**src/rtl/quick_queue_top.sv**
```systemverilog
// FIFO work-list of (left, right) boundary pairs for the QuickQ sort engine.
// Runtime capacity is array_size, capped at DEPTH; head is read fall-through.
module quick_queue_top #(
    parameter int DEPTH = 16,
    parameter int DW    = 32
) (
    input  logic                    clk,
    input  logic                    rst,
    input  logic                    enq,
    input  logic                    deq,
    input  logic [DW-1:0]           data_lt_i,
    input  logic [DW-1:0]           data_rt_i,
    input  logic [7:0]              array_size,
    output logic [DW-1:0]           data_lt_o,
    output logic [DW-1:0]           data_rt_o,
    output logic                    empty,
    output logic                    full,
    output logic [$clog2(DEPTH):0]  count
);

    localparam int AW = $clog2(DEPTH);
    localparam int CW = AW + 1;
    localparam logic [7:0]    DEPTH8 = 8'(DEPTH);
    localparam logic [CW-1:0] DEPTHC = CW'(DEPTH);

    logic [DW-1:0] mem_lt_q [DEPTH];
    logic [DW-1:0] mem_rt_q [DEPTH];

    logic [AW-1:0] head_q, head_d;
    logic [AW-1:0] tail_q, tail_d;
    logic [CW-1:0] count_q, count_d;
    logic [CW-1:0] cap;
    logic          push_ok;
    logic          deq_ok;

    always_comb begin
        cap = DEPTHC;
        if (array_size != 8'd0 && array_size <= DEPTH8) begin
            cap = CW'(array_size);
        end
        empty   = (count_q == '0);
        // count may exceed cap after array_size is lowered; still reads as full
        full    = (count_q >= cap);
        deq_ok  = deq && !empty;
        push_ok = enq && (!full || deq_ok);

        head_d  = head_q;
        tail_d  = tail_q;
        if (push_ok) begin
            tail_d = tail_q + AW'(1);
        end
        if (deq_ok) begin
            head_d = head_q + AW'(1);
        end
        count_d = count_q + CW'(push_ok) - CW'(deq_ok);

        data_lt_o = '0;
        data_rt_o = '0;
        if (!empty) begin
            data_lt_o = mem_lt_q[head_q];
            data_rt_o = mem_rt_q[head_q];
        end
    end

    always_ff @(posedge clk or negedge rst) begin
        if (!rst) begin
            head_q  <= '0;
            tail_q  <= '0;
            count_q <= '0;
        end else begin
            head_q  <= head_d;
            tail_q  <= tail_d;
            count_q <= count_d;
        end
    end

    always_ff @(posedge clk) begin
        if (push_ok) begin
            mem_lt_q[tail_q] <= data_lt_i;
            mem_rt_q[tail_q] <= data_rt_i;
        end
    end

    assign count = count_q;

endmodule

```
**config.mk**
```make
export PLATFORM = sky130hd
export DESIGN_NAME = quick_queue_top
export DESIGN_NICKNAME = d
export VERILOG_FILES = /design/src/rtl/quick_queue_top.sv
export SDC_FILE = /design/constraint.sdc
export NUM_CORES = 1
export LEC_CHECK = 0
export BUFFER_PORTS_ARGS = -buffer_cell sky130_fd_sc_hd__buf_2
export CAP_MARGIN = 20
export CORE_MARGIN = 8
export CORE_UTILIZATION = 28
export DETAILED_ROUTE_END_ITERATION = 8
export PLACE_DENSITY = 0.5
export SETUP_SLACK_MARGIN = 0.15
export SLEW_MARGIN = 0
export SYNTH_ARGS = -nofsm -noshare
export SYNTH_HDL_FRONTEND = slang
export SYNTH_SLANG_ARGS = --single-unit
export TNS_END_PERCENT = 5
```
**constraint.sdc**
```tcl
create_clock -name clk -period 12.25 [get_ports clk]
set_input_delay 0.6125 -clock clk [delete_from_list [all_inputs] [get_ports clk]]
set_output_delay 0.6125 -clock clk [all_outputs]
set_load 0.01 [all_outputs]
```
==> results of run 1 <==
## worst reg2reg max path, cell delays in order, from the launching register on
cell	delay (ns)
dfrtp_1	0.42
ha_1	0.33
a21oi_1	0.21
o211ai_1	0.35
a211oi_1	0.60
nor2b_4	0.56
buf_4	0.90
## kinds of logic (layout without fill, tap and decap cells)
group / after synthesis / after routing / synth area share (%)
other: 0 / 6 / 0
and+or+nand+nor: 43 / 43 / 0.593
xor gates and xnor gates: 11 / 11 / 0.243
adders and majority gates: 16 / 16 / 0.524
muxes: 386 / 386 / 17.8
buffers and inverters: 98 / 391 / 1.12
DFF: 1037 / 1037 / 78.4
AOI/OAI and AO/OA: 80 / 80 / 1.30
## repair_timing
action,in CTS,in global routing
hold buffers,1,0
buffers inserted,0,0
endpoints found under the hold margin,13,0
## cell type report
cell class / instances / area share, %
Sequential cell: 1037 / 67.2
Multi-Input combinational cell: 536 / 17.8
Clock buffer: 125 / 5.93
Antenna cell: 6 / 0.0324
Clock inverter: 72 / 1.44
Timing Repair Buffer: 184 / 2.41
Inverter: 10 / 0.0811
Tap cell: 1890 / 5.11
## layer usage
layer | up-vias | part of all wire (%) | global-route usage [%]
li1 | 7594 | - | -
met1 | 9759 | 43 | 16.1
met2 | 392 | 50 | 20.9
met3 | 126 | 5.0 | 2.54
met4 | 10 | 1.6 | 2.81
met5 | - | 0.069 | 0
## power by group
| part | switching [mW] | total [mW] | internal (mW) |
|---|---|---|---|
| Sequential | 0.181 | 4.44 | 4.26 |
| Clock | 1.36 | 3.14 | 1.78 |
| Combinational | 1.82 | 3.21 | 1.39 |
## layout by cell type, fill, tap and decap left out, drive strengths merged, types with 2 or more instances in the layout
cell type | Yosys | final
and2 | 2 | 2
ha | 15 | 15
mux4 | 256 | 256
inv | 10 | 15
nor2b | 10 | 10
clkbuf | 26 | 125
nand3 | 2 | 2
nor4 | 10 | 10
a211oi | 2 | 2
a21oi | 6 | 6
diode | 0 | 6
clkinvlp | 0 | 3
xor2 | 4 | 4
bufinv | 0 | 8
nand2 | 12 | 12
o21ai | 3 | 3
mux2 | 2 | 2
clkinv | 0 | 56
nor2 | 3 | 3
o22ai | 64 | 64
edfxtp | 1024 | 1024
dfrtp | 13 | 13
buf | 62 | 183
xnor2 | 7 | 7
mux2i | 128 | 128
## worst min path at each step
stage,startpoint,to,slack [ns],cells after the start
after CTS,deq,head_q[2],0.22,3
after global placement,rst,count[4],0.53,1
after detailed placement,rst,count[4],0.54,1
after global routing,data_rt_i[0],mem_rt_q[0][0],0.24,1
after floorplan,rst,count[0],0.32,0
final,deq,head_q[2],0.28,3
## flip-flops by register name (all words and copies together) (netlist names)
register	cells
mem_rt_q	512
count	5
head_q	4
mem_lt_q	512
tail_q	4
## stage by stage
stage	std cells	power, mW
3_3_place_gp	3653	7.81
3_5_place_dp	3654	7.86
5_1_grt	3856	11.3
6_report	3860	10.8
4_1_cts	3852	11.0
2_1_floorplan	1671	6.62
==> run summary, run 1 <==
Sequential-to-total area share from yosys stat: 78.4%
Final worst slack: 7.13 ns
Post-DRT Antenna Nets: 0
Crit-path max FO: 44
Gate Count Post-Synth: 1671
Initial antenna violation count: 22
Row count: 138
Crit end category: output pin
Setup TNS: 0 ns
Initial Util: 28.1%
Reg clk slew, reported paths: 0.06 ns
Post-Syn Area: 39600 um2
Core area: 141000 um2
Ys flop type: edfxtp_1
Status: completed
Reg2Reg Setup Slack: 8.38 ns
Residual DRC: 0
Total grt overflow: 0
Vias: 17881
Multi-input gate area: 8250 um2
First-pass GRT wire length: 139000 um
Max Cap Violations: 0
Power Density: 233 nW/um2
Critical path class: register to output pin
Pin count of the biggest net entering global routing: 125
R2R depth: 6
Worst R2R End: mem_lt_q[7][26]
Top cell by count, worst path: buf_4
Detail Placement HPWL: 50700 um
WP data arrival: 4.51 ns
Top cell type's share of synthesized area: 77.6%
Required time of the critical path: 11.64 ns
Most common cell in the synthesized netlist: edfxtp_1
CTS H-tree depth: 3
RSZ-0062 raised after global routing: no
Drt total wl: 96000 um
Netlist cell types: 35
Fin crit period: 5.12 ns
I/O pin cnt: 147
Synth Area per Inst: 23.7 um2
Hold Vio Cnt, Final: 0
Nature of the critical path startpoint: register
1st-iter DRT viols: 1240
Post-CTS Resized: 0
Post-synth EDFFs: 1024
TritonCTS clock tree: done
Final nets: 1968
Die area: 154000 um2
Fraction of layout cells with a size suffix above 1: 31.7%
Finished Core Util: 32.8%
Count of input and output buffers: 146
Area post-placement: 42800 um2
Maximum VDD drop: 0.000166 V
CP endpoint: data_lt_o[19]
HP Class: input pin to register
Delay-heaviest family, CP: buffers and inverters
Horiz. Die Dim: 392 um
CP max stage cell: dfrtp_4
Stages on the worst setup path: 7
Clk sinks: 1037
Largest area contributor in the netlist: edfxtp_1
Pre-antenna DRT Iters: 4
Synth top cells by count: 1024 x edfxtp_1, 256 x mux4_2, 128 x mux2i_1
Die Y-Extent: 392 um
P_leak: 14.7 nW
R2R Path Start: count[2]
Max Root-Sink Buffers: 3
FMAX: 195 MHz
CTS Buf Count: 107
Least-Margin Pin Slew: 1.12 ns
Total number of yosys warnings: 0
Post-synth ARST share: 1.25%
Cell area after layout: 46300 um2
Area growth syn-to-layout: 16.7%
Worst clock skew: 0.0522 ns
Crit path buf inv count: 4
Worst-skew pair later-pin latency: 0.68 ns
All-layer global routing usage: 12.3%
Worst-path cell chain: buf_4 -> buf_4 -> buf_16 -> mux4_2 -> mux2i_1 -> o22ai_1 -> buf_2
Fillers: 13210
Number of global-route vias before repair: 19370
Syn Nets: 1763
Wirelength per Cell: 24.9 um
Slew HR: 25.4%
Yosys reg bits: 1037
Root buf cell: clkbuf_16
Register area: 31100 um2
Pre-CTS WS: 7.03 ns
Synth area leaders: edfxtp_1 78%, mux4_2 15%, mux2i_1 3.2%, o22ai_1 1.0%, dfrtp_1 0.82%
Crit-path max cell delay: 0.97 ns
Hold_ws: 0.278 ns
Endpoints failing setup: 0
Routability Congestion: 0.725
Vias per cell: 4.63
Period utilisation layout: 41.8%
Crit path launch: head_q[0]
Fin. max-slew vios: 0
Note: power is estimated with default switching activity, not from simulation.
==> inputs of run 2 (changes only) <==
==> constraint.sdc (replaced) <==
create_clock -name clk -period 4.75 [get_ports clk]
set_input_delay 0.2375 -clock clk [delete_from_list [all_inputs] [get_ports clk]]
set_output_delay 0.2375 -clock clk [all_outputs]
set_load 0.01 [all_outputs]
==> run 2 against run 1 <==
  * Utilization is 0.64 points higher
  * Critical endpoint is now data_lt_o[0]
  * Clock power grew to 2.5 times the previous value
  * Via count is 2.0% higher
  * Clock skew is 0.027 ns lower
  * Critical path type unchanged
  * Sequential power grew to 2.6 times the previous value
  * Worst setup slack worse by 6.2 ns
==> run summary, run 2 (synthesis results as in run 1) <==
Status: completed
Reg clk slew, reported paths: 0.06 ns
Row count: 138
Most common cell after layout, fill and taps aside: edfxtp_1
Crit end category: output pin
Count of input and output buffers: 146
Number of global-route vias before repair: 19780
Commonest cells after routing, fill and taps aside: 1024 x edfxtp_1, 256 x mux4_2, 146 x buf_2, 128 x mux2i_1, 110 x clkbuf_16
Fin crit period: 3.80 ns
Cell area after layout: 47200 um2
Required time of the critical path: 4.51 ns
HP Class: input pin to register
Hold Vio Cnt, Final: 0
Area growth syn-to-layout: 19.0%
I/O pin cnt: 147
Wirelength per Cell: 24.6 um
Worst-path cell chain: inv_1 -> ha_1 -> or4b_1 -> nand2_4 -> o22ai_1 -> buf_2
Initial antenna violation count: 7
Detail Placement HPWL: 53400 um
Drt total wl: 96700 um
WP data arrival: 3.56 ns
Critical path class: register to output pin
CTS H-tree depth: 3
Crit-path max cell delay: 0.73 ns
Nature of the critical path startpoint: register
Stages on the worst setup path: 6
Delay-heaviest family, CP: simple AND/OR/NAND/NOR gates
TritonCTS clock tree: done
Routability Congestion: 0.740
Crit path buf inv count: 2
Fillers: 13204
Pre-antenna DRT Iters: 5
Pin count of the biggest net entering global routing: 65
Period utilisation layout: 79.9%
Crit-path max FO: 40
Slew HR: 42.8%
Worst clock skew: 0.0254 ns
Worst-skew pair later-pin latency: 0.70 ns
Power Density: 591 nW/um2
Residual DRC: 0
Fin. max-slew vios: 0
R2R depth: 7
Clk sinks: 1037
All-layer global routing usage: 12.4%
Least-Margin Pin Slew: 0.858 ns
First-pass GRT wire length: 141000 um
Post-CTS Resized: 0
Die area: 154000 um2
Final nets: 2047
RSZ-0062 raised after global routing: no
Max Root-Sink Buffers: 3
1st-iter DRT viols: 1357
FMAX: 263 MHz
Core area: 141000 um2
Total grt overflow: 0
Finished Core Util: 33.4%
Max Cap Violations: 0
CP max stage cell: nand2_4
Root buf cell: clkbuf_16
Post-DRT Antenna Nets: 0
Initial Util: 28.1%
Endpoints failing setup: 0
Vias per cell: 4.64
Fraction of layout cells with a size suffix above 1: 30.3%
Area post-placement: 43200 um2
Horiz. Die Dim: 392 um
Die Y-Extent: 392 um
Hold_ws: 0.343 ns
CTS Buf Count: 106
Total power: 27.9 mW
Maximum VDD drop: 0.000366 V
Worst Hold Depth: 7
Vias: 18237
P_leak: 15.0 nW
run 2: changes by cell type in the layout (fill, tap and decap cells not counted), sizes merged:
cell / change
dlygate4sd3: +67
bufinv: -4
buf: +13
clkbuf: +14
clkinvlp: -2
inv: -3
diode: -5
clkinv: -7
run 2: worst reg2reg max path, delay by kind of cell, from the launching register on:
kind / cells / cell delay [ns]
DFF: 1 / 0.42
AOI/OAI and AO/OA: 1 / 0.39
and+or+nand+nor: 3 / 1.49
buffers and inverters: 2 / 0.40
adders and majority gates: 1 / 0.14
run 2: layout make-up:
type                       count  area, um2  area share [%]
sequential                  1037      31100            65.9
multi-input combinational    536       8330            17.6
clock buffer                 139       2860            6.06
tap                         1890       2360            5.01
timing repair buffer         264       2110            4.48
clock inverter                56        394           0.835
inverter                      10       37.5          0.0796
antenna                        1       2.50         0.00530
run 2: timing repair:
| item | 4_1_cts | 5_1_grt |
|---|---|---|
| hold endpoints to repair | 1042 | 0 |
| endpoints found under the setup margin | 0 | 0 |
| hold buffers | 68 | 0 |
| buffers inserted | 0 | 0 |
run 2: where the power goes:
group	internal [mW]	switching [mW]
logic	3.74	4.86
registers	11.0	0.420
clock network	4.45	3.42
run 2: path summary, 6_finish.rpt:
| check | startpoint | slack, ns | end |
|---|---|---|---|
| worst max-delay path | count[2] | 0.95 | data_lt_o[0] |
| worst min-delay path | array_size[4] | 0.34 | tail_q[2] |
| worst max register to register | count[2] | 1.53 | mem_lt_q[14][11] |
| worst min register to register | head_q[3] | 0.56 | head_q[3] |
| max in group asynchronous | rst | 3.67 | head_q[0] |
| min in group asynchronous | rst | 0.62 | count[3] |
run 2: layer usage:
layer | GRT usage (%) | vias up | routed length, um
li1 | - | 7742 | -
met1 | 16.1 | 9986 | 41700
met2 | 21.5 | 372 | 49200
met3 | 2.06 | 135 | 3820
met4 | 3.01 | 2 | 2000
met5 | 0 | - | 11
run 2: metrics by stage:
stage / setup WS (ns) / std cells / TNS, ns
after floorplan: -0.679 / 1671 / -303.99
after global placement: 0.794 / 3669 / 0
after detailed placement: 0.841 / 3669 / 0
after CTS: 0.815 / 3932 / 0
after global routing: 0.804 / 3932 / 0
final: 0.953 / 3933 / 0
==> inputs of run 3 (changes only) <==
--- a/config.mk
+++ b/config.mk
@@ -5,12 +5,13 @@
 export SDC_FILE = /design/constraint.sdc
 export NUM_CORES = 1
 export LEC_CHECK = 0
+export ABC_AREA = 1
 export BUFFER_PORTS_ARGS = -buffer_cell sky130_fd_sc_hd__buf_2
 export CAP_MARGIN = 20
 export CORE_MARGIN = 8
 export CORE_UTILIZATION = 28
 export DETAILED_ROUTE_END_ITERATION = 8
-export PLACE_DENSITY = 0.5
+export PLACE_DENSITY = 0.52
 export SETUP_SLACK_MARGIN = 0.15
 export SLEW_MARGIN = 0
 export SYNTH_ARGS = -nofsm -noshare
==> constraint.sdc (replaced) <==
create_clock -name clk -period 3.4 [get_ports clk]
set_input_delay 0.17 -clock clk [delete_from_list [all_inputs] [get_ports clk]]
set_output_delay 0.17 -clock clk [all_outputs]
set_load 0.01 [all_outputs]
==> run 3 against run 2 <==
  * Final cell count is 65% higher
  * Register-to-register slack worse by 0.77 ns
  * Synthesized cell count rose by 150%
  * Die area up 11%
  * First-iteration DRC count grew 72%
  * Sequential cell count stayed put
  * Clock-buffer cell count fell by 3
  * Highest routed layer unchanged
  * Sequential power up 37%
==> run summary, run 3 <==
Post-Syn Area: 44200 um2
Worst clock skew: 0.0253 ns
Placed insts: 6218
Initial antenna violation count: 3
Die Y-Extent: 413 um
Synth top cells by count: 1578 x nand2_1, 1024 x edfxtp_1, 651 x nand3_1
Total grt overflow: 0
Pin count of the biggest net entering global routing: 111
Gate Count Post-Synth: 4145
Netlist cell types: 21
Critical path class: register to output pin
Yosys reg bits: 1037
I/O pin cnt: 147
Pre-antenna DRT Iters: 5
Fin. max-slew vios: 0
Detail Placement HPWL: 70800 um
Routability Congestion: 0.780
TritonCTS clock tree: done
Slew HR: 50.1%
Period utilisation layout: 94.9%
Setup TNS: 0 ns
Largest area contributor in the netlist: edfxtp_1
Status: completed
Commonest cells after routing, fill and taps aside: 1578 x nand2_1, 1024 x edfxtp_1, 651 x nand3_1, 527 x inv_1, 146 x buf_2
Least-Margin Pin Slew: 0.749 ns
Row count: 146
Clk sinks: 1037
Core area: 158000 um2
Horiz. Die Dim: 413 um
Fillers: 15899
Synth Area per Inst: 10.7 um2
FMAX: 310 MHz
Endpoints failing setup: 0
WP data arrival: 3.06 ns
Sequential-to-total area share from yosys stat: 70.3%
Maximum VDD drop: 0.000497 V
Post-synth EDFFs: 1024
Reg clk slew, reported paths: 0.06 ns
Fraction of layout cells with a size suffix above 1: 9.27%
Wirelength per Cell: 19.3 um
Ys flop type: edfxtp_1
Residual DRC: 0
Worst-skew pair later-pin latency: 0.72 ns
Crit-path max FO: 40
Post-synth ARST share: 1.25%
CTS Buf Count: 107
Nature of the critical path startpoint: register
Total number of yosys warnings: 0
P_leak: 21.0 nW
Most common cell after layout, fill and taps aside: nand2_1
Number of global-route vias before repair: 28720
Post-DRT Antenna Nets: 0
Fin crit period: 3.23 ns
Area growth syn-to-layout: 17.5%
Hold_ws: 0.326 ns
Required time of the critical path: 3.23 ns
Hold Vio Cnt, Final: 0
Finished Layout Cells: 6498
Most common cell in the synthesized netlist: nand2_1
Crit end category: output pin
Total power: 42.5 mW
Max Root-Sink Buffers: 3
HP Class: input pin to register
CTS H-tree depth: 3
Vias per cell: 4.46
Synth area leaders: edfxtp_1 70%, nand2_1 13%, nand3_1 7.4%, inv_1 4.5%, buf_2 1.4%
Vias: 29013
RSZ-0062 raised after global routing: yes
Drt total wl: 125000 um
All-layer global routing usage: 14.4%
Root buf cell: clkbuf_16
Power Density: 819 nW/um2
Top cell type's share of synthesized area: 69.5%
Die area: 171000 um2
Syn Nets: 4237
First-pass GRT wire length: 188000 um
Initial Util: 28.0%
Count of input and output buffers: 146
Final nets: 4423
1st-iter DRT viols: 2329
Max Cap Violations: 0
-- run 3: cell count changes after synthesis, sizes merged, moves of 5 or more --
cell / before / now
mux2i: 128 / 0
clkbuf: 26 / 51
inv: 10 / 532
buf: 62 / 171
xnor2: 7 / 0
mux4: 256 / 0
xor2: 4 / 9
o22ai: 64 / 0
nor4: 10 / 0
nor2b: 10 / 0
a21oi: 6 / 68
nand2: 12 / 1578
nand3: 2 / 651
nor2: 3 / 25
-- run 3: worst paths after layout --
kind	startpoint	end	slack, ns	cells after the start
max	head_q[1]	data_rt_o[30]	0.17	7
min	array_size[3]	tail_q[3]	0.33	9
max reg2reg	count[2]	mem_lt_q[6][13]	0.76	10
min reg2reg	tail_q[1]	tail_q[1]	0.57	2
max in group asynchronous	rst	head_q[1]	2.30	3
min in group asynchronous	rst	head_q[3]	0.60	3
-- run 3: cell type report --
cell class / instances / area [um2] / share of cell area (%)
Sequential cell: 1037 / 31100 / 59.9
Multi-Input combinational cell: 2354 / 10100 / 19.4
Clock buffer: 136 / 2840 / 5.46
Timing Repair Buffer: 298 / 2810 / 5.41
Tap cell: 2072 / 2590 / 4.99
Inverter: 532 / 2050 / 3.94
Clock inverter: 67 / 442 / 0.850
Timing Repair inverter: 1 / 16.3 / 0.0313
Antenna cell: 1 / 2.50 / 0.00482
-- run 3: critical path: stages, from the launching register on --
cell,delay (ns)
dfrtp_4,0.65
inv_12,0.30
buf_12,0.28
nand3_1,0.15
nand3_1,0.10
nand3_1,0.08
a21oi_1,0.48
buf_2,0.24
-- run 3: cell families after synthesis --
group / after synthesis / share of synthesized area, %
simple gates: 2257 / 21.0
flops: 1037 / 70.3
buf+inv: 754 / 7.24
compound gates: 72 / 0.815
fa+ha+maj: 16 / 0.470
xor+xnor: 9 / 0.178
-- run 3: timing repair --
item	in CTS	in global routing
setup endpoints to repair	58	42
buffers inserted	5	0
hold endpoints to repair	1046	0
hold buffers	68	0
cloned	3	0
gates resized for setup	6	11
-- run 3: per-stage QoR --
step	setup WS [ns]	instance area, um2	utilization (%)
floorplan	-0.458	44300	-
global placement	0.217	47700	30.3
detailed placement	0.299	47700	30.3
CTS	0.0819	51900	32.9
global route	0.0500	51900	32.9
finish	0.173	51900	32.9
-- run 3: metal layers --
layer  vias up  GRT usage (%)  part of all wire (%)
li1      13966              -                     -
met1     14218           20.2                    47
met2       673           23.5                    47
met3       152           2.04                   4.4
met4         4           3.70                   2.0
met5         -              0                 0.021
-- run 3: power breakdown --
part | switching (mW) | internal (mW) | leakage (nW)
clock | 5.01 | 6.07 | 1.60
combinational | 11.1 | 4.79 | 9.98
sequential | 0.405 | 15.2 | 9.39
